## src/rtl/register_file_pkg.sv

```systemverilog
`default_nettype none
// ============================================================================
// Module      : register_file_pkg
// Description : Shared defaults and helpers for the multi-port register file.
//               Holds the default geometry (data width, register count, read
//               port count), the hard-wired zero register index and the
//               address-width helper used by every other file.
// Revision    : 1.0 - initial release
// ============================================================================
package register_file_pkg;

    localparam int N_DEFAULT        = 32;
    localparam int DEPTH_DEFAULT    = 32;
    localparam int RD_PORTS_DEFAULT = 2;

    // Architectural register that always reads zero and is never written.
    localparam int REG_ZERO         = 0;

    // Address width for a register file of the given depth, never below 1.
    function automatic int addr_width(input int depth);
        return (depth <= 2) ? 1 : $clog2(depth);
    endfunction

endpackage
`default_nettype wire

```

## src/rtl/register_file_mp_if.sv

```systemverilog
`default_nettype none
// ============================================================================
// Module      : register_file_mp_if
// Description : Bus interface of the multi-port register file.
//               master : drives write, issue and read-address signals
//               slave  : the register file; returns read data, per-port
//                        readiness and the pending-register count
//               Signals: Reg_Write / Write_Register / Write_Data (write port)
//                        Issue_Valid / Issue_Register (scoreboard set)
//                        Read_Register / Read_Data / Read_Ready (packed ports)
//                        Pending_Count (registered popcount of pending bits)
// Revision    : 1.0 - initial release
// ============================================================================
interface register_file_mp_if
    import register_file_pkg::*;
#(
    parameter int N        = N_DEFAULT,
    parameter int DEPTH    = DEPTH_DEFAULT,
    parameter int RD_PORTS = RD_PORTS_DEFAULT
) ();

    localparam int ADDR_W = addr_width(DEPTH);

    logic                         Reg_Write;
    logic [ADDR_W-1:0]            Write_Register;
    logic [N-1:0]                 Write_Data;
    logic                         Issue_Valid;
    logic [ADDR_W-1:0]            Issue_Register;
    logic [RD_PORTS*ADDR_W-1:0]   Read_Register;
    logic [RD_PORTS*N-1:0]        Read_Data;
    logic [RD_PORTS-1:0]          Read_Ready;
    logic [ADDR_W:0]              Pending_Count;

    modport master (
        output Reg_Write, Write_Register, Write_Data,
        output Issue_Valid, Issue_Register, Read_Register,
        input  Read_Data, Read_Ready, Pending_Count
    );

    modport slave (
        input  Reg_Write, Write_Register, Write_Data,
        input  Issue_Valid, Issue_Register, Read_Register,
        output Read_Data, Read_Ready, Pending_Count
    );

endinterface
`default_nettype wire

```

## src/rtl/register_file_read_port.sv

```systemverilog
`default_nettype none
// ============================================================================
// Module      : register_file_read_port
// Description : One combinational read port of the register file.
//               addr_i      : read address
//               regs_i      : flattened contents of registers 1..DEPTH-1
//               pending_i   : pending bits of registers 1..DEPTH-1
//               wr_en_i / wr_addr_i / wr_data_i : same-cycle write, forwarded
//               data_o      : operand (zero for register 0 / out of range)
//               ready_o     : operand valid this cycle
// Revision    : 1.0 - initial release
// ============================================================================
module register_file_read_port
    import register_file_pkg::*;
#(
    parameter int N     = N_DEFAULT,
    parameter int DEPTH = DEPTH_DEFAULT
) (
    input  wire logic [addr_width(DEPTH)-1:0] addr_i,
    input  wire logic [(DEPTH-1)*N-1:0]       regs_i,
    input  wire logic [DEPTH-1:1]             pending_i,
    input  wire logic                         wr_en_i,
    input  wire logic [addr_width(DEPTH)-1:0] wr_addr_i,
    input  wire logic [N-1:0]                 wr_data_i,
    output logic      [N-1:0]                 data_o,
    output logic                              ready_o
);

    localparam int ADDR_W = addr_width(DEPTH);

    logic [N-1:0] w_sel_data;
    logic         w_sel_pend;
    logic         w_in_range;
    logic         w_fwd;

    // The decode only matches real, writable registers, so register 0 and
    // addresses beyond DEPTH fall through with zero data and no pending bit.
    always_comb begin
        w_sel_data = '0;
        w_sel_pend = 1'b0;
        w_in_range = 1'b0;
        for (int r = REG_ZERO + 1; r < DEPTH; r++) begin
            if (addr_i == ADDR_W'(r)) begin
                w_sel_data = regs_i[(r-1)*N +: N];
                w_sel_pend = pending_i[r];
                w_in_range = 1'b1;
            end
        end
    end

    // Forwarding stays live during reset: it depends only on the write inputs.
    assign w_fwd   = wr_en_i && w_in_range && (wr_addr_i == addr_i);
    assign data_o  = w_fwd ? wr_data_i : w_sel_data;
    assign ready_o = !w_sel_pend || w_fwd;

endmodule
`default_nettype wire

```

## src/rtl/register_file_mp.sv

```systemverilog
`default_nettype none
// ============================================================================
// Module      : register_file_mp
// Description : Multi-port register file with a pending-write scoreboard.
//               clk    : rising-edge clock
//               reset  : asynchronous active-low reset
//               bus    : register_file_mp_if slave (write port, issue port,
//                        RD_PORTS combinational read ports with forwarding,
//                        per-port readiness and registered pending count)
//               Register 0 is hard-wired zero; addresses >= DEPTH read zero,
//               are always ready and ignored for writes and issues.
// Revision    : 1.0 - initial release
// ============================================================================
module register_file_mp
    import register_file_pkg::*;
#(
    parameter int N        = N_DEFAULT,
    parameter int DEPTH    = DEPTH_DEFAULT,
    parameter int RD_PORTS = RD_PORTS_DEFAULT
) (
    input  wire logic          clk,
    input  wire logic          reset,
    register_file_mp_if.slave  bus
);

    localparam int ADDR_W = addr_width(DEPTH);
    localparam int CNT_W  = ADDR_W + 1;

    // Only registers 1..DEPTH-1 have storage; register 0 has none at all.
    logic [(DEPTH-1)*N-1:0] regs_q,    regs_d;
    logic [DEPTH-1:1]       pending_q, pending_d;
    logic [CNT_W-1:0]       count_q,   count_d;

    logic [RD_PORTS*N-1:0]  w_rd_data;
    logic [RD_PORTS-1:0]    w_rd_ready;

    always_comb begin
        regs_d    = regs_q;
        pending_d = pending_q;
        count_d   = '0;
        for (int r = REG_ZERO + 1; r < DEPTH; r++) begin
            if (bus.Reg_Write && (bus.Write_Register == ADDR_W'(r))) begin
                regs_d[(r-1)*N +: N] = bus.Write_Data;
                pending_d[r]         = 1'b0;
            end
            // Applied after the clear so a same-cycle issue (new producer)
            // keeps the register pending.
            if (bus.Issue_Valid && (bus.Issue_Register == ADDR_W'(r))) begin
                pending_d[r] = 1'b1;
            end
        end
        for (int r = REG_ZERO + 1; r < DEPTH; r++) begin
            count_d = count_d + CNT_W'(pending_d[r]);
        end
    end

    always_ff @(posedge clk or negedge reset) begin
        if (!reset) begin
            regs_q    <= '0;
            pending_q <= '0;
            count_q   <= '0;
        end else begin
            regs_q    <= regs_d;
            pending_q <= pending_d;
            count_q   <= count_d;
        end
    end

    for (genvar p = 0; p < RD_PORTS; p++) begin : g_rd_port
        register_file_read_port #(
            .N     (N),
            .DEPTH (DEPTH)
        ) u_rd_port (
            .addr_i    (bus.Read_Register[p*ADDR_W +: ADDR_W]),
            .regs_i    (regs_q),
            .pending_i (pending_q),
            .wr_en_i   (bus.Reg_Write),
            .wr_addr_i (bus.Write_Register),
            .wr_data_i (bus.Write_Data),
            .data_o    (w_rd_data[p*N +: N]),
            .ready_o   (w_rd_ready[p])
        );
    end

    assign bus.Read_Data     = w_rd_data;
    assign bus.Read_Ready    = w_rd_ready;
    assign bus.Pending_Count = count_q;

endmodule
`default_nettype wire

```

## src/flat_wrapper.sv

```systemverilog
// flat-port wrapper written by rule: the top's interface ports become plain ports
module register_file_mp_flat import register_file_pkg::*;
#(
    parameter int N        = N_DEFAULT,
    parameter int DEPTH    = DEPTH_DEFAULT,
    parameter int RD_PORTS = RD_PORTS_DEFAULT
)
  (clk, reset, bus_Reg_Write, bus_Write_Register, bus_Write_Data, bus_Issue_Valid, bus_Issue_Register, bus_Read_Register, bus_Read_Data, bus_Read_Ready, bus_Pending_Count);
  register_file_mp_if #(.N(N), .DEPTH(DEPTH), .RD_PORTS(RD_PORTS)) bus_i ();
  input  wire logic clk;
  input  wire logic reset;
  input wire logic [$bits(bus_i.Reg_Write)-1:0] bus_Reg_Write;
  input wire logic [$bits(bus_i.Write_Register)-1:0] bus_Write_Register;
  input wire logic [$bits(bus_i.Write_Data)-1:0] bus_Write_Data;
  input wire logic [$bits(bus_i.Issue_Valid)-1:0] bus_Issue_Valid;
  input wire logic [$bits(bus_i.Issue_Register)-1:0] bus_Issue_Register;
  input wire logic [$bits(bus_i.Read_Register)-1:0] bus_Read_Register;
  output wire logic [$bits(bus_i.Read_Data)-1:0] bus_Read_Data;
  output wire logic [$bits(bus_i.Read_Ready)-1:0] bus_Read_Ready;
  output wire logic [$bits(bus_i.Pending_Count)-1:0] bus_Pending_Count;
  assign bus_i.Reg_Write = bus_Reg_Write;
  assign bus_i.Write_Register = bus_Write_Register;
  assign bus_i.Write_Data = bus_Write_Data;
  assign bus_i.Issue_Valid = bus_Issue_Valid;
  assign bus_i.Issue_Register = bus_Issue_Register;
  assign bus_i.Read_Register = bus_Read_Register;
  assign bus_Read_Data = bus_i.Read_Data;
  assign bus_Read_Ready = bus_i.Read_Ready;
  assign bus_Pending_Count = bus_i.Pending_Count;
  register_file_mp #(.N(N), .DEPTH(DEPTH), .RD_PORTS(RD_PORTS)) u_core (.clk(clk), .reset(reset), .bus(bus_i));
endmodule
```

## config.mk

```make
export PLATFORM = sky130hd
export DESIGN_NAME = register_file_mp_flat
export DESIGN_NICKNAME = d
export VERILOG_FILES = /design/src/rtl/register_file_pkg.sv /design/src/rtl/register_file_mp_if.sv /design/src/rtl/register_file_read_port.sv /design/src/rtl/register_file_mp.sv /design/src/flat_wrapper.sv
export SDC_FILE = /design/constraint.sdc
export NUM_CORES = 2
export LEC_CHECK = 0
export CORE_ASPECT_RATIO = 1.4
export CORE_UTILIZATION = 45
export CTS_CLUSTER_SIZE = 30
export DETAILED_ROUTE_END_ITERATION = 10
export HOLD_SLACK_MARGIN = 0.02
export SLEW_MARGIN = 20
export SYNTH_ARGS = -nofsm -noshare
export SYNTH_HDL_FRONTEND = slang
export SYNTH_SLANG_ARGS = --single-unit
```

## constraint.sdc

```tcl
create_clock -name clk -period 5.6 [get_ports clk]
set_clock_uncertainty 0.15 [all_clocks]
set_input_delay 0.84 -clock clk [delete_from_list [all_inputs] [get_ports clk]]
set_output_delay 0.84 -clock clk [all_outputs]
set_load 0.01 [all_outputs]
```

==> metrics.csv <==
metric,value,unit
CP arrival,4.57,ns
worst hold slack,0.358,ns
largest net degree at the start of global routing,127,
unique cell type count in the Yosys netlist,103,
vias in the first global route,55700,
Die H,438,um
Total Power,26.5,mW
maxcap violations,0,
CORE AREA,0.134,sq mm
CP Launch Point,bus_Read_Register[2],
IO Count,128,
Fill cells,12200,
Main synth FF type,dfrtp_1,
ranking of synthesized cells by area,"dfrtp_1 42%, mux2_2 19%, a21oi_1 4.2%, mux2i_1 3.3%, o21ai_0 3.2%",
status,finished clean,
Slew Limit Fails,0,
period utilisation layout,99.2,%
Worst-path clk slew,0.06,ns
Area Overhead vs Synth,16.0,%
Gate Count Post-Synth,6004,
Clock Sinks,1029,
"Cell Area, Synth",0.0611,sq mm
RR Startpoint,u_core.pending_q[27],
htree depth,3,
top-count cell post-synth,mux2_2,
number of synthesized register bits,1029,
Initial DRC Count,7476,
ys async rst share,100,%
DRT antenna net count,0,
die area,0.137,sq mm
pwr/cell area,374,mW/mm^2
initial antenna violation count,14,
Setup CP Type,primary input to primary output,
Post-synth EDFFs,0,
Post-synth top cells,"1034 x mux2_2, 1029 x dfrtp_1, 512 x a21oi_1",
CTS Buf Count,110,
final hold vios,0,
Vias,57200,
post-route setup TNS,0,ns
RSZ-0062 raised after global routing,yes,
# DRC,0,
minimum clock period after layout,5.56,ns
I/O Buffers,127,
FP Rows,159,
worst relative slew slack,32.1,%
Post-Route WL,290000,um
clock root cell,clkbuf_16,
setup violators final,0,
Lkg Pwr,30.6,nW
worst min path class,flop to flop,
drt wl/cell,35.9,um
worst endpoint required time,4.61,ns
Longest Clk Path Bufs,3,
CTS tree,done,
DIE WIDTH,313,um
syn avg cell area,10.2,sq um
Worst-Skew Late Latency,0.77,ns
initial core utilization,45.5,%
CP endpoint kind,primary output,
Fmax,180,MHz
first-pass GRT wire length,413000,um
grt total ovfl,0,
nets@finish,6304,
post-synth top area cell,dfrtp_1,
Hold Crit Start,u_core.regs_q[458],
Syn Nets,6092,
R2R cell count,19,
Worst VDD drop,1.45,mV
Worst Path Max Fanout,32,
"Seq/Total Area, Yosys",42.2,%
First-pass DRT Iterations,8,
ratio of cells with drive above 1 in the final layout,31.0,%
Yosys warnings,0,
WHS Path Cells,2,
worst slew pin tran,1.02,ns
Routability Congestion,1.01,
detailed placement HPWL,196000,um
All-Layer GR Usage,41.4,%
area share of the largest cell type after synthesis,42.2,%
routed vias/inst,7.07,
critical path launch point type,primary input,
[flip-flops by register name (all words and copies together) (netlist names)]
signal                    flops
u_core.bus.Pending_Count      6
u_core.pending_q             31
u_core.regs_q               992
[critical path, stage by stage]
cell and delay [ns]:
buf_4 0.50, buf_4 0.52, nand4b_1 0.76, buf_4 0.42, buf_12 0.15, a21oi_1 0.26
o22ai_1 0.19, a211oi_1 0.23, o31ai_1 0.13, clkdlybuf4s50_1 0.51
[stage by stage]
stage	setup slack, ns	util [%]	cell area (sq um)	cells
floorplan	-0.604	-	61100	6004
global placement	-1.08	49.7	66700	7830
detailed placement	-1.11	49.7	66700	7830
CTS	-0.00303	52.7	70800	8074
global route	-0.0414	52.7	70800	8076
finish	0.0442	52.8	70900	8083
[power breakdown]
part	leakage (nW)	internal [mW]	switching (mW)
registers	13.1	8.99	1.46
logic	15.6	4.20	4.20
clock network	1.81	4.29	3.38
total	30.6	17.5	9.03
[layer usage]
| layer | share of wire (%) | track usage (%) |
|---|---|---|
| met5 | 0.060 | 0.699 |
| met4 | 7.4 | 27.3 |
| met3 | 11 | 10.6 |
| met2 | 43 | 61.3 |
| met1 | 38 | 53.5 |
[timing repair]
item	in CTS	in global routing
hold endpoints to repair	29	0
setup buffers	42	3
hold buffers	1	0
resized for setup	27	30
pin swaps	2	6
setup endpoints to repair	5	7
gates cloned	1	0
[cell type report]
cell class / instances / area [sq um] / area share [%]
inverters: 74 / 283 / 0.399
clock inverters: 42 / 518 / 0.731
repair buffers: 713 / 6440 / 9.09
flip-flops and latches: 1029 / 25700 / 36.3
multi-input cells: 4288 / 32400 / 45.8
diodes: 8 / 20.0 / 0.0283
clock buffers: 158 / 3180 / 4.49
well taps: 1771 / 2220 / 3.13
[placed cells by master (no fill, tap or decap), types with 33 or more instances in the layout]
cell type and n:
a211oi_1 58, a21oi_1 510, a221oi_1 127, a22o_1 73
a22oi_1 140, a31oi_1 69, buf_12 61, buf_4 519
clkbuf_16 111, clkdlybuf4s50_1 104, dfrtp_1 1029, inv_1 67
mux2_2 1034, mux2i_1 201, nand2_1 449, nand3_1 56
nor2_1 247, nor2b_1 49, nor3_1 77, o211ai_1 33
o21ai_0 390, o221ai_1 148, o22ai_1 114
[path summary, 6_finish.rpt]
path / endpoint / slack [ns]
max: bus_Read_Data[23] / 0.04
min: u_core.regs_q[458] / 0.36
max reg2reg: u_core.bus.Pending_Count[4] / 0.36
min reg2reg: u_core.regs_q[458] / 0.36
max in group asynchronous: u_core.regs_q[806] / 3.37
min in group asynchronous: u_core.regs_q[610] / 0.53
[logic make-up (layout without fill, tap and decap cells)]
kind of cell | Yosys count | count (layout) | synth area share [%]
adder cells (fa/ha/maj) | 32 | 32 | 0.939
multiplexers | 1244 | 1244 | 22.6
AO/OA/AOI/OAI | 1883 | 1883 | 20.2
other | 0 | 8 | 0
flip-flops | 1029 | 1029 | 42.2
AND/OR/NAND/NOR | 1117 | 1117 | 8.66
XOR/XNOR | 12 | 12 | 0.172
buffers and inverters | 687 | 987 | 5.27
No activity file was read; power rests on OpenSTA's default activity.
